### config.mk
export PLATFORM = sky130hd
export DESIGN_NAME = bit_serial_subtractor
export DESIGN_NICKNAME = d
export VERILOG_FILES = /design/src/rtl/bss_pkg.sv /design/src/rtl/bit_serial_subtractor_fs_bit.sv /design/src/rtl/bit_serial_subtractor.sv
export SDC_FILE = /design/constraint.sdc
export NUM_CORES = 1
export LEC_CHECK = 0
export CAP_MARGIN = 20
export CORE_MARGIN = 2
export CORE_UTILIZATION = 40
export CTS_BUF_LIST = sky130_fd_sc_hd__clkbuf_2 sky130_fd_sc_hd__clkbuf_4 sky130_fd_sc_hd__clkbuf_8
export DETAILED_ROUTE_END_ITERATION = 10
export PLACE_DENSITY = 0.75
export SLEW_MARGIN = 15
export SYNTH_ARGS = -nofsm -noshare
export SYNTH_HDL_FRONTEND = slang
export SYNTH_SLANG_ARGS = --single-unit
export TNS_END_PERCENT = 100
### constraint.sdc
create_clock -name clk -period 2 [get_ports clk]
set_clock_uncertainty 0.2 [all_clocks]
set_input_delay 0.4 -clock clk [delete_from_list [all_inputs] [get_ports clk]]
set_output_delay 0.4 -clock clk [all_outputs]
set_load 0.05 [all_outputs]
### src/rtl/bss_pkg.sv
// Shared definitions for the bit-serial subtractor: the FSM state encoding
// and the default operand width.
package bss_pkg;

  localparam int BSS_WIDTH_DEF = 8;

  // 2'd3 is unused and decodes back to IDLE in the FSM.
  typedef enum logic [1:0] {
    BSS_IDLE  = 2'd0,
    BSS_SHIFT = 2'd1,
    BSS_DONE  = 2'd2
  } bss_state_t;

endpackage

### src/rtl/bit_serial_subtractor_fs_bit.sv
// fs_bit: combinational 1-bit full subtractor computing a - b - cin.
// d is the difference bit and bo is the borrow-out.
module fs_bit (
  input  logic a,
  input  logic b,
  input  logic cin,
  output logic d,
  output logic bo
);

  // Borrow occurs when b exceeds a, or when a == b and a borrow comes in.
  always_comb begin
    d  = a ^ b ^ cin;
    bo = (~a & b) | (~(a ^ b) & cin);
  end

endmodule

### src/rtl/bit_serial_subtractor.sv
// bit_serial_subtractor: computes a_in - b_in - bin one bit per clock, LSB
// first, through a single fs_bit cell whose borrow is fed back through r_brw.
// Optional feature macro: BSS_OVF_EN adds the signed-overflow output ovf.
//
// Handshake: start is sampled only while ready=1 (state IDLE); that edge
// captures a_in/b_in/bin. busy is high through the WIDTH shift cycles, and
// done pulses for exactly one cycle when diff/bout (and ovf) are updated.
// start in any other state is ignored.
import bss_pkg::*;

module bit_serial_subtractor #(
  parameter int WIDTH = BSS_WIDTH_DEF
) (
  input  logic             clk,
  input  logic             rst_n,
  input  logic             start,
  input  logic [WIDTH-1:0] a_in,
  input  logic [WIDTH-1:0] b_in,
  input  logic             bin,
  output logic             ready,
  output logic             busy,
  output logic             done,
  output logic [WIDTH-1:0] diff,
  output logic             bout,
`ifdef BSS_OVF_EN
  output logic             ovf,
`endif
  output logic [1:0]       dbg_state
);

  localparam int CNT_W = $clog2(WIDTH);

  bss_state_t       r_state;
  bss_state_t       w_state_nxt;
  logic [WIDTH-1:0] r_a_sh;
  logic [WIDTH-1:0] r_b_sh;
  // Holds only the upper WIDTH-1 result bits; the newest bit arrives from
  // the cell each cycle and is merged in w_d_next.
  logic [WIDTH-2:0] r_d_sh;
  logic             r_brw;
  logic [CNT_W-1:0] r_cnt;
  logic [WIDTH-1:0] r_diff;
  logic             r_bout;
  logic             w_d;
  logic             w_bo;
  logic             w_last;
  logic [WIDTH-1:0] w_d_next;
`ifdef BSS_OVF_EN
  logic             r_msb_bin;
  logic             r_ovf;
`endif

  fs_bit u_fs_bit (
    .a   (r_a_sh[0]),
    .b   (r_b_sh[0]),
    .cin (r_brw),
    .d   (w_d),
    .bo  (w_bo)
  );

  assign w_last   = (r_cnt == CNT_W'(WIDTH - 1));
  assign w_d_next = {w_d, r_d_sh};

  // State register.
  always_ff @(posedge clk or negedge rst_n) begin
    if (!rst_n) r_state <= BSS_IDLE;
    else        r_state <= w_state_nxt;
  end

  // Next-state decode; the unused encoding falls back to IDLE.
  always_comb begin
    w_state_nxt = BSS_IDLE;
    case (r_state)
      BSS_IDLE:  w_state_nxt = start ? BSS_SHIFT : BSS_IDLE;
      BSS_SHIFT: w_state_nxt = w_last ? BSS_DONE : BSS_SHIFT;
      BSS_DONE:  w_state_nxt = BSS_IDLE;
      default:   w_state_nxt = BSS_IDLE;
    endcase
  end

  // Operand capture, serial shifting and result load on the final bit.
  always_ff @(posedge clk or negedge rst_n) begin
    if (!rst_n) begin
      r_a_sh    <= '0;
      r_b_sh    <= '0;
      r_d_sh    <= '0;
      r_brw     <= 1'b0;
      r_cnt     <= '0;
      r_diff    <= '0;
      r_bout    <= 1'b0;
`ifdef BSS_OVF_EN
      r_msb_bin <= 1'b0;
      r_ovf     <= 1'b0;
`endif
    end else begin
      case (r_state)
        BSS_IDLE: begin
          if (start) begin
            r_a_sh <= a_in;
            r_b_sh <= b_in;
            r_brw  <= bin;
            r_cnt  <= '0;
          end
        end
        BSS_SHIFT: begin
          r_a_sh <= {1'b0, r_a_sh[WIDTH-1:1]};
          r_b_sh <= {1'b0, r_b_sh[WIDTH-1:1]};
          r_d_sh <= w_d_next[WIDTH-1:1];
          r_brw  <= w_bo;
          r_cnt  <= r_cnt + CNT_W'(1);
`ifdef BSS_OVF_EN
          // Borrow produced by bit WIDTH-2 is the borrow into the MSB step.
          if (r_cnt == CNT_W'(WIDTH - 2)) r_msb_bin <= w_bo;
`endif
          if (w_last) begin
            r_diff <= w_d_next;
            r_bout <= w_bo;
`ifdef BSS_OVF_EN
            r_ovf  <= r_msb_bin ^ w_bo;
`endif
          end
        end
        default: ;
      endcase
    end
  end

  assign ready     = (r_state == BSS_IDLE);
  assign busy      = (r_state == BSS_SHIFT);
  assign done      = (r_state == BSS_DONE);
  assign diff      = r_diff;
  assign bout      = r_bout;
  assign dbg_state = r_state;
`ifdef BSS_OVF_EN
  assign ovf       = r_ovf;
`endif

endmodule

==> results of run 1 <==
## state kept, by name, indices dropped and copies added (netlist names)
signal	count
r_brw	1
r_b_sh	8
bout	1
diff	8
r_a_sh	8
r_cnt	3
dbg_state	2
r_d_sh	7
## worst max-delay path by stage
stage	to	startpoint	cells past startpoint	slack (ps)
after global routing	ready	dbg_state[0]	3	50
final	busy	dbg_state[1]	3	110
after global placement	r_brw	start	4	110
after detailed placement	r_b_sh[5]	start	4	50
after CTS	busy	dbg_state[0]	3	20
after floorplan	done	dbg_state[1]	2	120
## cells in the mapped netlist
| master | instances | area share |
|---|---|---|
| inv_2 | 1 | 0.0022 |
| fa_1 | 1 | 0.012 |
| o221ai_1 | 2 | 0.010 |
| nand3b_1 | 3 | 0.013 |
| a22o_1 | 2 | 0.010 |
| buf_2 | 4 | 0.012 |
| or2_1 | 1 | 0.0036 |
| mux2_2 | 3 | 0.020 |
| buf_6 | 4 | 0.026 |
| dfrtp_1 | 38 | 0.55 |
| a221oi_2 | 1 | 0.0087 |
| and3b_1 | 1 | 0.0051 |
| nand2_1 | 2 | 0.0043 |
| o21bai_4 | 1 | 0.011 |
| mux2i_1 | 2 | 0.012 |
| or4b_1 | 5 | 0.029 |
| o21ba_2 | 1 | 0.0058 |
| clkbuf_1 | 1 | 0.0022 |
| nand2b_2 | 1 | 0.0051 |
| nor2_2 | 1 | 0.0036 |
| mux2_1 | 12 | 0.078 |
| nor2b_1 | 11 | 0.040 |
| a222oi_1 | 9 | 0.052 |
| o221a_2 | 5 | 0.033 |
| inv_1 | 14 | 0.030 |
| a21oi_1 | 1 | 0.0029 |
| ha_1 | 2 | 0.014 |
| nand2b_1 | 2 | 0.0072 |
## stage by stage
step | instances | setup WS, ps
6_report | 220 | 107
3_5_place_dp | 212 | 47.5
5_1_grt | 220 | 49.7
2_1_floorplan | 131 | 122
4_1_cts | 220 | 22.4
3_3_place_gp | 212 | 115
## layout make-up
class / count / area, sq um
Multi-Input combinational cell: 69 / 663
Clock inverter: 1 / 5.00
Timing Repair Buffer: 40 / 410
Inverter: 15 / 58.8
Sequential cell: 38 / 952
Fill cell: 342 / 1840
Clock buffer: 7 / 90.1
Tap cell: 50 / 62.6
## cells by family after synthesis
family / count (synthesis) / synth area share
AND/OR/NAND/NOR: 27 / 0.111
buffers and inverters: 24 / 0.0722
multiplexers: 17 / 0.109
adder cells (fa/ha/maj): 3 / 0.0260
flip-flops: 38 / 0.549
AO/OA/AOI/OAI: 22 / 0.133
## layer usage
layer  up-vias  part of all wire  global-route usage
met5         -                 0                   0
met4         0             0.011              0.0513
met3         6             0.064              0.0523
met2        45              0.48               0.244
met1       591              0.44               0.193
li1        552                 -                   -
## cells in the final DEF, fill, tap and decap left out, types with 2 or more instances in the layout
cell             Yosys  final
or4b_1               5      5
ha_1                 2      2
buf_12               0      5
o221a_2              5      5
o221ai_1             2      2
mux2_1              12     12
clkbuf_8             0      6
nand2b_1             2      2
nor2b_1             11     10
dfrtp_1             38     37
mux2_2               3      3
a222oi_1             9      9
nand2_1              2      2
mux2i_1              2      2
inv_1               14     14
nand3b_1             3      3
buf_4                0     16
clkdlybuf4s50_1      0     19
a22o_1               2      2
## critical path, stage by stage, from the launching register on
cell and delay (ps):
dfrtp_1 440, nand2b_2 230, inv_4 170, buf_12 160
## report_power, final
group | switching (uW) | internal [uW] | leakage, uW
logic | 990 | 799 | 0.000497
registers | 208 | 1140 | 0.000446
clock network | 248 | 291 | 0.0000517
==> metrics, run 1 <==
status finished, final reports clean; Total Routing Usage GR 0.153; P_leak just under 0.001 uW; clk sinks 38; Final nets 192; Hold Violations, Final 0; Netlist cell types 28; Final ANT Viol Nets 0; drt wl/cell approximately 16 microns; RR Endpoint diff[3]; synthesized area per cell approximately 13 sq um; DP HPWL around 2500 microns; critical path type reg -> out; initial DRC count 136; startpoint types register; Synth Warn # 0; core area 0.00409 sq mm; setup TNS 0 ps; n_diodes 0; remaining global-route overflow 0; Setup Fix Bufs, Post-CTS 0; worst min-delay path class reg -> reg; hold path startpoint r_cnt[0]; Longest Clk Path Bufs 2; Initial Util 0.424; crit-path max FO 14; Setup crit end kind primary output; Final Hold Slack 291 ps; total CTS buffers 5; Critical Path RT 1400 ps; Clock Tree Root clkbuf_8; reg2reg path depth 5; overall die area between 0.004 and 0.005 sq mm; GPL Wtd Cong between 0.8 and 0.9; post_cts resized 0; peak supply drop between 0.7 and 0.8 mV; vias per std cell between 5 and 6; mapped cell area 0.00173 sq mm; Final Power 3680 uW; vias in the first global route about 1.2k; initial antenna violation count 0; fin util 0.549; Die Height 69.8 microns; CTS tree built; WHS Endpoint r_cnt[0]; DRC viols 0; Mapped Cells 131; placed inst area about 0.0021 sq mm; global-route wire length before repair a little under 6000 microns; Fmax achieved between 500 and 600 MHz; # rows 23; Setup Viol. Count Final 0; io pins 34; Port Buffers 33; FF-to-FF setup slack 260 ps; share of cells above drive strength 1 0.265; Initial DRT Pass Iterations 5; Slew headroom 0.688; hold path depth 1; r2r startpoint r_cnt[0]; RSZ-0062 raised after global routing no; Max Cap Violations 0; Worst Path Arrival 1290 ps; final-report max-slew violation count 0; Clock Pin Slew Worst Setup and Hold Paths 70 ps; Die Wd 69.8 microns; H-tree depth 2; syn nets 154; final wirelength 3450 microns; sequential-to-total area share from yosys stat 0.549; fin crit period 1890 ps; Period Utilization, post-route 0.947; Worst-Skew Late Latency 280 ps; Slew @ Worst Pin approximately 470 ps; FF+latch count, synth 38; pwr dens 1640 mW/mm^2; Layout area overhead 29.5%; CTS Hold Bufs 0; total vias in the final route between 1k and 1.5k; post-route cell area 0.00224 sq mm; largest net degree at the start of global routing 39
No activity file was read; power rests on OpenSTA's default activity.
==> inputs of run 2 (changes only) <==
--- a/config.mk
+++ b/config.mk
@@ -9,6 +9,7 @@
 export CORE_MARGIN = 2
 export CORE_UTILIZATION = 40
 export CTS_BUF_LIST = sky130_fd_sc_hd__clkbuf_2 sky130_fd_sc_hd__clkbuf_4 sky130_fd_sc_hd__clkbuf_8
+export CTS_CLUSTER_DIAMETER = 30
 export DETAILED_ROUTE_END_ITERATION = 10
 export PLACE_DENSITY = 0.75
 export SLEW_MARGIN = 15
==> results of run 2 <==
The final DEF is identical to that of run 1; final timing and power are the same.
==> inputs of run 3 (changes only) <==
--- a/config.mk
+++ b/config.mk
@@ -5,13 +5,13 @@
 export SDC_FILE = /design/constraint.sdc
 export NUM_CORES = 1
 export LEC_CHECK = 0
-export CAP_MARGIN = 20
 export CORE_MARGIN = 2
 export CORE_UTILIZATION = 40
 export CTS_BUF_LIST = sky130_fd_sc_hd__clkbuf_2 sky130_fd_sc_hd__clkbuf_4 sky130_fd_sc_hd__clkbuf_8
 export CTS_CLUSTER_DIAMETER = 30
 export DETAILED_ROUTE_END_ITERATION = 10
 export PLACE_DENSITY = 0.75
+export REMOVE_ABC_BUFFERS = 1
 export SLEW_MARGIN = 15
 export SYNTH_ARGS = -nofsm -noshare
 export SYNTH_HDL_FRONTEND = slang
==> metrics, run 3 (synthesized netlist as in run 1, its figures left out) <==
placed inst area about 0.0021 sq mm; H-tree depth 2; Final nets 193; share of cells above drive strength 1 0.257; Slew @ Worst Pin 465 ps; drt wl/cell 15.1 microns; crit-path max FO 14; Clock Tree Root clkbuf_8; total vias in the final route about 1.2k; Critical Path RT 1400 ps; Slew headroom 0.690; Worst Path Arrival 1290 ps; vias per std cell 5.41; global-route wire length before repair roughly 6000 microns; Longest Clk Path Bufs 2; pwr dens 1660 mW/mm^2; Setup Viol. Count Final 0; crit path capture busy; # rows 23; RR Endpoint diff[2]; total CTS buffers 5; fin crit period 1890 ps; Period Utilization, post-route 0.945; Worst-Skew Late Latency 290 ps; DP HPWL 2350 microns; remaining global-route overflow 0; GPL Wtd Cong 0.840; P_leak about 0.0010 uW; Final Hold Slack 296 ps; Final Power around 3700 uW; io pins 34; FF-to-FF setup slack 260 ps; status finished, final reports clean; DP Worst Slack 2.19 ps; RSZ-0062 raised after global routing no; n_diodes 0; final wirelength 3330 microns; Max Cap Violations 0; core area 0.00409 sq mm; largest net degree at the start of global routing 39; Initial Util 0.424; Fmax achieved 529 MHz; CTS tree built; Clock Pin Slew Worst Setup and Hold Paths 70 ps; DRC viols 0; CTS Hold Bufs 0; worst setup path startpoint dbg_state[1]; r2r startpoint r_cnt[0]; Layout area overhead 30.1%; Initial DRT Pass Iterations 4; worst min-delay path class reg -> reg; vias in the first global route approximately 1.3k; Setup crit end kind primary output; crit path setup slack, layout 111 ps; Die Wd between 60 and 70 microns; initial DRC count 80; overall die area ~0.0049 sq mm; Setup Fix Bufs, Post-CTS 0; Final ANT Viol Nets 0; critical path type reg -> out; Port Buffers 33; clk sinks 38; commonest cells after routing, fill and taps aside 38 x dfrtp_1, 19 x clkdlybuf4s50_1, 17 x buf_4, 14 x inv_1, 12 x mux2_1; post_cts resized 0; Die Height 69.8 microns; most common cell after layout, fill and taps aside dfrtp_1; Total Routing Usage GR 0.154; reg2reg path depth 5; Hold Violations, Final 0; peak supply drop 0.610 mV; initial antenna violation count 0; final-report max-slew violation count 0; startpoint types register; fin util 0.551; post-route cell area approximately 0.0023 sq mm
run 3: cell count changes in the layout (fill, tap and decap cells not counted), sizes merged:
cell	previous run	this run
bufinv	0	1
clkinv	1	2
buf	21	22
clkbuf	7	5
run 3: worst min path at each step:
stage / start / endpoint / depth (start not counted) / slack (ps)
floorplan: rst_n / bout / 0 / -100
global placement: r_d_sh[0] / diff[0] / 1 / 260
detailed placement: r_a_sh[7] / r_a_sh[7] / 2 / 280
CTS: r_a_sh[7] / r_a_sh[7] / 2 / 300
global route: diff[6] / diff[6] / 1 / 320
finish: r_a_sh[7] / r_a_sh[7] / 2 / 300
run 3: area by class of cell:
type	count	area, sq um
fill	340	1830
multi-input combinational	69	656
tap	50	62.6
clock inverter	3	40.0
timing repair buffer	41	418
clock buffer	5	68.8
inverter	15	56.3
sequential	38	951
run 3: report_power, final:
group	leakage (uW)	internal [uW]	switching, uW
registers	0.000446	1140	184
logic	0.000501	794	988
clock network	0.0000579	367	270
total	0.00100	2300	1440
run 3: worst max-delay path, stage by stage (launching register included):
cell and delay [ps]:
dfrtp_1 390, nand2b_2 190, inv_2 240, buf_12 180
run 3: through the flow:
| step | instances | setup TNS, ps |
|---|---|---|
| after floorplan | 122 | -2460 |
| after global placement | 213 | 0 |
| after detailed placement | 213 | 0 |
| after CTS | 221 | 0 |
| after global routing | 221 | 0 |
| final | 221 | 0 |
run 3: routing by layer:
metal / vias to the layer above / track usage / wire length, microns
li1: 555 / - / -
met1: 598 / 0.199 / 1520
met2: 37 / 0.242 / 1570
met3: 6 / 0.0552 / 193
met4: 0 / 0.0513 / 49
met5: - / 0 / 0
